[src/rtl/alu_addsub_shift_unit_pkg.sv]
// Shared encodings for the ALU add/sub/shift datapath: path select, shift direction, aluc codes.
package alu_addsub_shift_unit_pkg;

  typedef enum logic {
    OP_ADDSUB = 1'b0,
    OP_SHIFT  = 1'b1
  } op_sel_e;

  typedef enum logic {
    SH_LEFT  = 1'b0,
    SH_RIGHT = 1'b1
  } sh_dir_e;

  typedef enum logic [2:0] {
    ALUC_AND  = 3'd0,
    ALUC_OR   = 3'd1,
    ALUC_ADD  = 3'd2,
    ALUC_SUB  = 3'd3,
    ALUC_ADD2 = 3'd4,
    ALUC_SLL  = 3'd5,
    ALUC_SRL  = 3'd6,
    ALUC_SRA  = 3'd7
  } aluc_e;

  function automatic logic aluc_is_shift(input aluc_e code);
    return (code == ALUC_SLL) || (code == ALUC_SRL) || (code == ALUC_SRA);
  endfunction

endpackage

[src/rtl/alu_addsub_shift_unit_barrel_shift32.sv]
// Combinational 32-bit barrel shifter, five log stages (1,2,4,8,16); no latency, no flow control.
module barrel_shift32
  import alu_addsub_shift_unit_pkg::*;
(
  input  logic [31:0] d,
  input  logic [4:0]  sa,
  input  logic        right,
  input  logic        arith,
  output logic [31:0] sh
);

  logic [5:0][31:0] stg;
  logic             is_right;
  logic             fill;

  assign is_right = (sh_dir_e'(right) == SH_RIGHT);
  // Sign fill only applies to arithmetic right shifts.
  assign fill     = arith & is_right & d[31];
  assign stg[0]   = d;

  for (genvar i = 0; i < 5; i++) begin : g_stage
    localparam int K = 1 << i;
    assign stg[i+1] = !sa[i]   ? stg[i] :
                      is_right ? {{K{fill}}, stg[i][31:K]} :
                                 {stg[i][31-K:0], {K{1'b0}}};
  end

  assign sh = stg[5];

endmodule

[src/rtl/alu_addsub_shift_unit.sv]
// Registered 32-bit add/sub + barrel-shift ALU datapath; latency 1, accepts every cycle, no backpressure.
// Defining ADDSUB_OVF_EN adds the registered signed-overflow output ovf.
module alu_addsub_shift_unit
  import alu_addsub_shift_unit_pkg::*;
#(
  parameter int WIDTH = 32
) (
  input  logic             clk,
  input  logic             clrn,
  input  logic             in_valid,
  input  logic             op_shift,
  input  logic             sub,
  input  logic             right,
  input  logic             arith,
  input  logic [WIDTH-1:0] a,
  input  logic [WIDTH-1:0] b,
  output logic [WIDTH-1:0] result,
  output logic             zero,
  output logic             carry,
  output logic             out_valid
`ifdef ADDSUB_OVF_EN
  ,
  output logic             ovf
`endif
);

  logic [WIDTH-1:0] bx;
  logic [WIDTH:0]   s;
  logic [WIDTH-1:0] sh;
  logic [WIDTH-1:0] next_result;
  logic             next_carry;
  logic             is_shift;

  // Subtract as a + ~b + 1 so carry out is borrow-not.
  assign bx = b ^ {WIDTH{sub}};
  assign s  = {1'b0, a} + {1'b0, bx} + {{WIDTH{1'b0}}, sub};

  barrel_shift32 u_shift (
    .d     (b),
    .sa    (a[4:0]),
    .right (right),
    .arith (arith),
    .sh    (sh)
  );

  assign is_shift    = (op_sel_e'(op_shift) == OP_SHIFT);
  assign next_result = is_shift ? sh : s[WIDTH-1:0];
  assign next_carry  = is_shift ? 1'b0 : s[WIDTH];

  always_ff @(posedge clk or negedge clrn) begin
    if (!clrn) begin
      result    <= '0;
      zero      <= 1'b0;
      carry     <= 1'b0;
      out_valid <= 1'b0;
    end else begin
      out_valid <= in_valid;
      if (in_valid) begin
        result <= next_result;
        zero   <= (next_result == '0);
        carry  <= next_carry;
      end
    end
  end

`ifdef ADDSUB_OVF_EN
  logic next_ovf;

  assign next_ovf = is_shift ? 1'b0
                             : ((a[WIDTH-1] ~^ bx[WIDTH-1]) & (s[WIDTH-1] ^ a[WIDTH-1]));

  always_ff @(posedge clk or negedge clrn) begin
    if (!clrn) begin
      ovf <= 1'b0;
    end else if (in_valid) begin
      ovf <= next_ovf;
    end
  end
`endif

endmodule

[config.mk]
export PLATFORM = sky130hd
export DESIGN_NAME = alu_addsub_shift_unit
export DESIGN_NICKNAME = d
export VERILOG_FILES = /design/src/rtl/alu_addsub_shift_unit_pkg.sv /design/src/rtl/alu_addsub_shift_unit_barrel_shift32.sv /design/src/rtl/alu_addsub_shift_unit.sv
export SDC_FILE = /design/constraint.sdc
export NUM_CORES = 1
export LEC_CHECK = 0
export ABC_AREA = 0
export BUFFER_PORTS_ARGS = -buffer_cell sky130_fd_sc_hd__buf_2
export CAP_MARGIN = 25
export CORE_MARGIN = 2
export CORE_UTILIZATION = 60
export CTS_CLUSTER_DIAMETER = 40
export DETAILED_ROUTE_END_ITERATION = 8
export GPL_TIMING_DRIVEN = 0
export PLACE_DENSITY = 0.83
export REMOVE_ABC_BUFFERS = 1
export SLEW_MARGIN = 20
export SYNTH_ARGS = -nofsm -noshare
export SYNTH_HDL_FRONTEND = slang
export SYNTH_SLANG_ARGS = --single-unit
[constraint.sdc]
create_clock -name clk -period 0.95 [get_ports clk]
set_input_delay 0.0475 -clock clk [delete_from_list [all_inputs] [get_ports clk]]
set_output_delay 0.0475 -clock clk [all_outputs]
set_load 0.02 [all_outputs]
==> flow_summary.toml, run 1 <==
[outcome]
status = "aborted with a tool error"
lastStage = "global routing"
error = "[ERROR GRT-0232] Routing congestion too high. Check the congestion heatmap in the GUI."

[sta]
grt-worst-endpoint = "zero$_DFFE_PN0P_/D"
worst-ep-kind = "register data pin"

[cts]
cts_buffers = 5
clock_path_buffers = 2
cts_root_buf = "clkbuf_16"
cts_sinks = 35
h-tree-depth = 2

[logic_synthesis]
synth.area.top_cells = "dfrtp_1 11%, mux2i_1 8.7%, nor2_1 5.9%, mux4_2 5.8%, ha_1 5.4%"
ys.flop_type = "dfrtp_1"
synth-seq-area-share_pct = 11.22
netlist_instances = 1042
async_reset_ff_share_pct = 100.0
synth_top_area_share_pct = 11.22
avgSynthCellArea_sq_um = 7.494
netlist_area_sq_mm = 0.007809
yosys_warnings = 0
ys_types = 84
synth-edff-count = 0
synth_area_leader_cell = "dfrtp_1"
ys_ff_latch = 35

[die]
die_x_microns = 118.1
die_height_microns = 118.1
rows = 41
start_util_pct = 61.63
ios = 106

[place]
placed_area_sq_mm = 0.008084
gp_congestion = 1.049
numPortBuffers = 105
dpl.hpwl_mm = 22.50
placedCellCount = 1222
dp_slack_ps = -3283

[global_routing]
grt_max_degree = 57
grtUsageTotal_pct = 80.38
grt_overflow = 81
-- metal layers --
layer  overflow  GRT usage [%]
met1          0          82.10
met2         51          95.45
met3          1          63.03
met4         29          82.91
met5          0          25.37
-- cells in the mapped netlist, drive strengths merged (5+ instances only) --
cell type / instances
a211o: 6
a211oi: 30
a21o: 12
a21oi: 66
a221oi: 6
a311oi: 13
a31oi: 11
and2: 9
and3: 5
buf: 45
clkbuf: 54
dfrtp: 35
ha: 34
inv: 25
mux2: 31
mux2i: 68
mux4: 20
nand2: 78
nand2b: 20
nand3: 11
nand4: 12
nor2: 126
nor2b: 8
nor3: 46
nor4: 5
o2111ai: 5
o211ai: 13
o21a: 10
o21ai: 58
o221ai: 13
o22ai: 35
o31ai: 9
o32ai: 6
or2: 7
xnor2: 19
xor2: 36
-- kinds of logic after synthesis --
family / count (synthesis) / synth area share, %
buf+inv: 124 / 7.916
fa+ha+maj: 35 / 5.704
flops: 35 / 11.22
compound gates: 336 / 29.80
simple gates: 338 / 20.19
xor+xnor: 55 / 6.169
mux: 119 / 19.00
-- stage by stage --
step | hold slack (ps) | utilization [%]
2_1_floorplan | -248.1 | -
3_3_place_gp | 162.3 | 63.34
3_5_place_dp | 162.7 | 63.80
4_1_cts | 293.0 | 85.68
-- what timing repair did --
item	4_1_cts
resized for setup	302
gates cloned	17
buffers inserted	92
hold endpoints to repair	35
pin swaps	88
setup endpoints to repair	34
hold buffers	1
==> run 2, diff against run 1 <==
- CORE_UTILIZATION: 60 -> 40
- CTS_CLUSTER_DIAMETER: 40 -> not set
- PLACE_DENSITY: 0.83 -> not set
- PLACE_DENSITY_LB_ADDON: not set -> 0.15
==> run 2 against run 1 <==
Net effect:
- the flow now finishes, with violations (negative setup slack)
- synthesized area did not move
- synthesized cell count did not move
==> flow_summary.toml, run 2 <==
[outcome]
status = "complete, but fails checks"
violations = "negative setup slack"

[drt]
dr.pass1.iters = 8
met2WireLength_mm = 17.96
antenna_left = 0
wl_met3_mm = 4.293
viasPerCell = 6.768
num_vias = 10240
drt_iter0_markers = 1122
drt-total-wl_mm = 40.86
wl_per_cell_microns = 27.00
drc = 0
highest_layer = "met4"
wl_met1_mm = 16.14

[global_routing]
grt_pass1_wl_mm = 57.37
grtUsageTotal_pct = 36.71
grt_overflow = 0
grt_max_degree = 57
grt_pass1_vias = 9240
antenna_found_initial = 0

[sta]
period_needed_ps = 2901
fin_worst_skew_ps = 0
slew-limit-headroom_pct = 24.94
fin_tns_setup_ps = -44960
finalSetupViolations = 34
timing.final.ws_setup_ps = -1951
tightest_slew_ps = 1126
rsz0062_at_grt = "yes"
hold_viol = 0
fin_crit_sh_pct = 305.4
slew_violations = 0
hold_ws_ps = 274.0
max_freq_ghz = 0.3447

[pwr]
pwr-share-clk_pct = 12.5
p_int_mw = 7.463
leakage_nw = 5.147
pwr-share-comb_pct = 73.4
switching_share_pct = 46.11
power_frac_seq_pct = 14.2
p_sw_mw = 6.384
ir_worst_vdd_mv = 0.8581
pwr_density_cell_mw_per_mm2 = 1092
power.total_mw = 13.85

[finish]
largest_reg_flops = 32
final_common_cell = "buf_4"
layout_common_cells = "147 x buf_4, 107 x nor2_1, 77 x buf_2"
fill_cells = 1625
n_antenna_cell = 0
syn2layout_area_growth_pct = 62.35
largest-register = "result"
drive_above_1_share_pct = 48.88
final_nets = 1353

[flow_run]
drv_cap = 0

[die]
start_util_pct = 40.39
dieArea_sq_mm = 0.02066
rows = 51
core_sq_mm = 0.01933
die_x_microns = 143.7
ios = 106
die_height_microns = 143.7

[min_path]
holdPathStages = 5
hold_end = "carry"
min-delay-start = "a[31]"
hold_class = "in -> reg"

[place]
dpl.hpwl_mm = 24.73
dp_slack_ps = -3614
numPortBuffers = 105
gp_congestion = 1.015

[logic_synthesis]
synth.area.top_cells = "dfrtp_1 11%, mux2i_1 8.7%, nor2_1 5.9%, mux4_2 5.8%, ha_1 5.4%"
netlist_area_sq_mm = 0.007809
synth-edff-count = 0
yosys_warnings = 0
netlist_instances = 1042
synth_common_cells = "122 x nor2_1, 77 x nand2_1, 68 x mux2i_1, 65 x a21oi_1, 53 x o21ai_0"
synth_most_common_cell = "nor2_1"
ys_types = 84
avgSynthCellArea_sq_um = 7.494
ys.flop_type = "dfrtp_1"
async_reset_ff_share_pct = 100.0
synth_area_leader_cell = "dfrtp_1"
synth-seq-area-share_pct = 11.22
ys_ff_latch = 35
synth_top_area_share_pct = 11.22

[critical_path]
cp-start-kind = "input port"
worstRegToRegCells = 2
critPathArrivalTime_ps = 3090
cp-end-kind = "flop"
path_class = "in -> reg"
crit_fanout = 8
r2r-start = "result[16]"
rr_endpoint = "result[16]"
ff2ff_setup_slack_ps = 100
crit_required_ps = 1130

[cts]
cts_sinks = 35
clk_latency_ps = 280
cts_root_buf = "clkbuf_16"
cts_tree = "built"
clock_path_buffers = 2
clk_pin_slew_ps = 60
h-tree-depth = 2
cts_buffers = 5
[run 2: power groups by stage]
| stage | registers (mW) | clock network [mW] | logic, mW |
|---|---|---|---|
| 2_1_floorplan | 2.37 | 0 | 3.52 |
| 3_3_place_gp | 1.98 | 0 | 6.32 |
| 3_5_place_dp | 1.98 | 0 | 6.29 |
| 4_1_cts | 1.96 | 1.76 | 8.40 |
| 5_1_grt | 2.00 | 1.82 | 10.6 |
| 6_report | 1.96 | 1.73 | 10.2 |
[run 2: metal layers]
layer / track usage [%] / vias up
met5: 0 / -
met1: 48.88 / 4932
met4: 16.56 / 0
met2: 57.07 / 771
met3: 7.731 / 176
li1: - / 4361
[run 2: timing repair]
action / CTS / global route
hold endpoints to repair: 35 / 0
setup endpoints to repair: 34 / 69
buffers inserted: 88 / 86
pin swaps: 80 / 94
hold buffers: 1 / 0
resized for setup: 303 / 174
gates cloned: 17 / 4
[run 2: worst max path at each step]
stage / from / to / slack (ps)
floorplan: sub / zero / -1900
global placement: right / zero / -5830
detailed placement: a[2] / zero / -3610
CTS: b[20] / zero / -1970
global route: sub / zero / -1990
finish: sub / zero / -1950
[run 2: layout make-up]
| class | count | area, sq um | area share, % |
|---|---|---|---|
| Tap cell | 265 | 331.6 | 2.615 |
| Timing Repair Buffer | 294 | 2793 | 22.03 |
| Multi-Input combinational cell | 884 | 8388 | 66.17 |
| Sequential cell | 35 | 875.8 | 6.909 |
| Timing Repair inverter | 2 | 15.01 | 0.1184 |
| Inverter | 25 | 113.9 | 0.8981 |
| Clock buffer | 7 | 152.6 | 1.204 |
| Clock inverter | 1 | 7.507 | 0.05922 |
[run 2: critical path, stage by stage]
cell and delay [ps]:
buf_16 170, xor2_4 250, ha_4 260, a21o_1 170, a21oi_1 230, o21ai_1 130
a32o_1 270, a41o_1 300, buf_6 150, or2_4 260, a31oi_4 210, xnor2_2 80
a21oi_2 190, nand2_1 90, o41ai_2 270
[run 2: per-stage QoR]
step / std cells / util [%] / cell area, sq um
2_1_floorplan: 943 / - / 7284
3_3_place_gp: 1313 / 42.11 / 8142
3_5_place_dp: 1315 / 42.43 / 8204
4_1_cts: 1427 / 56.45 / 10910
5_1_grt: 1513 / 65.57 / 12680
6_report: 1513 / 65.57 / 12680
[run 2: cell families after synthesis]
| logic type | synth area share, % |
|---|---|
| flip-flops | 11.22 |
| buffers and inverters | 7.916 |
| XOR/XNOR | 6.169 |
| AO/OA/AOI/OAI | 29.80 |
| AND/OR/NAND/NOR | 20.19 |
| adder cells (fa/ha/maj) | 5.704 |
| multiplexers | 19.00 |
Note: power is estimated with default switching activity, not from simulation.
==> run 3, diff against run 2 <==
- CORE_ASPECT_RATIO: not set -> 1.75
- CORE_MARGIN: 2 -> 10
- clock period: 0.95 -> 2.7 ns (I/O delays scaled with it)
==> run 3 against run 2 <==
Net effect:
- the run still ends with negative setup slack left
- utilization fell by 12 points
- worst setup slack better by 1500 ps
- first-iteration DRC count down 7.0%
- worst hold slack better by 75 ps
- power down 70%
- via count shrank 9.4%
==> flow_summary.toml, run 3 (same netlist as run 2, synthesis figures left out) <==
[pwr]
p_sw_mw = 1.988
switching_share_pct = 47.74
pwr_density_cell_mw_per_mm2 = 407.2
pwr-share-clk_pct = 13.7
ir_worst_vdd_mv = 0.4924
power_frac_seq_pct = 16.5
p_int_mw = 2.177
leakage_nw = 4.218
pwr-share-comb_pct = 69.8
power.total_mw = 4.165

[place]
numPortBuffers = 105
placed_area_sq_mm = 0.008202
dp_slack_ps = -2224
gp_congestion = 1.024
dpl.hpwl_mm = 26.98
placedCellCount = 1292

[drt]
num_vias = 9280
wl_per_cell_microns = 28.98
drc = 0
antenna_left = 0
viasPerCell = 6.794
dr.pass1.iters = 6
drt_iter0_markers = 1044
drt-total-wl_mm = 39.59

[critical_path]
cp_common_cell = "o21ai_2"
crit_fanout = 8
max_stage_delay_ps = 440
crit_chain = "buf_16, xor2_2, inv_1, fa_2, nor2b_4, o21ba_4, o21ai_2, and2_1, o21ai_2, mux2_4, nor4_4, nand4b_1, nor4_1, nand4_1, o41ai_2"
cpMaxStageDelayCell = "fa_2"
crit_required_ps = 2900
cp-start-kind = "input port"
critPathArrivalTime_ps = 3380
cp_top_family = "simple AND/OR/NAND/NOR gates"
r2r-start = "result[16]"
crit_start = "sub"
cp-end-kind = "flop"
path_class = "in -> reg"
critical_path_buf_inv_count = 2

[finish]
drive_above_1_share_pct = 32.36
utilization_pct = 53.28
final_nets = 1230
largest-register = "result"
final_area_sq_mm = 0.01023
largest_reg_flops = 32
final_common_cell = "nor2_1"
syn2layout_area_growth_pct = 30.97
fill_cells = 1853
layout_common_cells = "119 x nor2_1, 81 x buf_2, 71 x nand2_1"
n_antenna_cell = 0
fin_cells = 1366

[sta]
hold_viol = 0
max_freq_ghz = 0.3144
slew-limit-headroom_pct = 32.65
rsz0062_at_grt = "yes"
slew_violations = 0
fin_worst_skew_ps = 0
tightest_slew_ps = 1010
finalSetupViolations = 8
fin_crit_sh_pct = 117.8
period_needed_ps = 3181
timing.final.ws_setup_ps = -480.5

[global_routing]
grt_pass1_wl_mm = 57.79
antenna_found_initial = 0
grt_pass1_vias = 9236
grt_overflow = 0
grtUsageTotal_pct = 28.86
grt_max_degree = 54

[cts]
cts_root_buf = "clkbuf_16"
h-tree-depth = 2
clk_latency_ps = 290
clock_path_buffers = 2
cts_sinks = 35
cts_buffers = 5
clk_pin_slew_ps = 60
cts_tree = "built"

[outcome]
violations = "negative setup slack"
status = "complete, but fails checks"

[die]
start_util_pct = 40.68
ios = 106
rows = 67
die_x_microns = 125.6
dieArea_sq_mm = 0.02573
die_height_microns = 204.8
core_sq_mm = 0.01920

[min_path]
hold_class = "in -> reg"
min-delay-start = "a[31]"

[flow_run]
drv_cap = 0
-- run 3: changes by cell type in the layout (fill, tap and decap cells not counted), sizes merged --
cell / previous run / this run
bufbuf: 5 / 9
buf: 282 / 157
clkinvlp: 7 / 6
clkinv: 0 / 3
clkbuf: 13 / 10
nand2: 79 / 78
-- run 3: power by group through the flow --
stage,logic (mW),registers [mW],clock network (mW)
floorplan,1.24,0.834,0
global placement,2.23,0.693,0
detailed placement,2.24,0.697,0
CTS,2.65,0.689,0.579
global route,3.07,0.702,0.597
finish,2.91,0.688,0.571
-- run 3: path summary, 6_finish.rpt --
| kind | cells after the start | endpoint | slack [ps] |
|---|---|---|---|
| max in group asynchronous | 2 | result[10] | 1750 |
| worst min-delay path | 5 | carry | 350 |
| worst min register to register | 1 | result[0] | 470 |
| worst max register to register | 2 | result[16] | 1860 |
| min in group asynchronous | 2 | result[31] | 450 |
| worst max-delay path | 15 | zero | -480 |
-- run 3: cell type report --
type / instances / area (sq um) / share of cell area, %
Multi-Input combinational cell: 883 / 7192 / 70.32
Timing Repair Buffer: 172 / 1594 / 15.59
Sequential cell: 35 / 875.8 / 8.564
Tap cell: 241 / 301.5 / 2.948
Clock buffer: 5 / 125.1 / 1.223
Inverter: 25 / 113.9 / 1.113
Clock inverter: 3 / 15.01 / 0.1468
Timing Repair inverter: 2 / 10.01 / 0.09787
-- run 3: layer usage --
metal	routed length [microns]	GRT usage, %
met4	3540	21.35
met1	13540	31.55
met3	2892	3.001
met5	0	0
met2	19620	50.45
-- run 3: tightest hold or removal path, stage by stage --
cell and delay, ps:
buf_2 80, ha_1 130, a21oi_1 40, nor2_1 80, mux2_4 140
-- run 3: stage by stage --
stage	TNS (ps)	hold WS, ps
6_report	-981.4	348.8
5_1_grt	-1865	399.9
4_1_cts	-656.4	344.0
3_5_place_dp	-35710	260.3
3_3_place_gp	-99530	262.1
2_1_floorplan	-236.2	-160.6
-- run 3: repair_timing --
| action | CTS | global route |
|---|---|---|
| resized for setup | 145 | 74 |
| hold buffers | 1 | 0 |
| gates cloned | 13 | 2 |
| endpoints found under the hold margin | 35 | 0 |
| setup buffers | 38 | 13 |
| pin swaps | 44 | 38 |
| endpoints found under the setup margin | 34 | 15 |
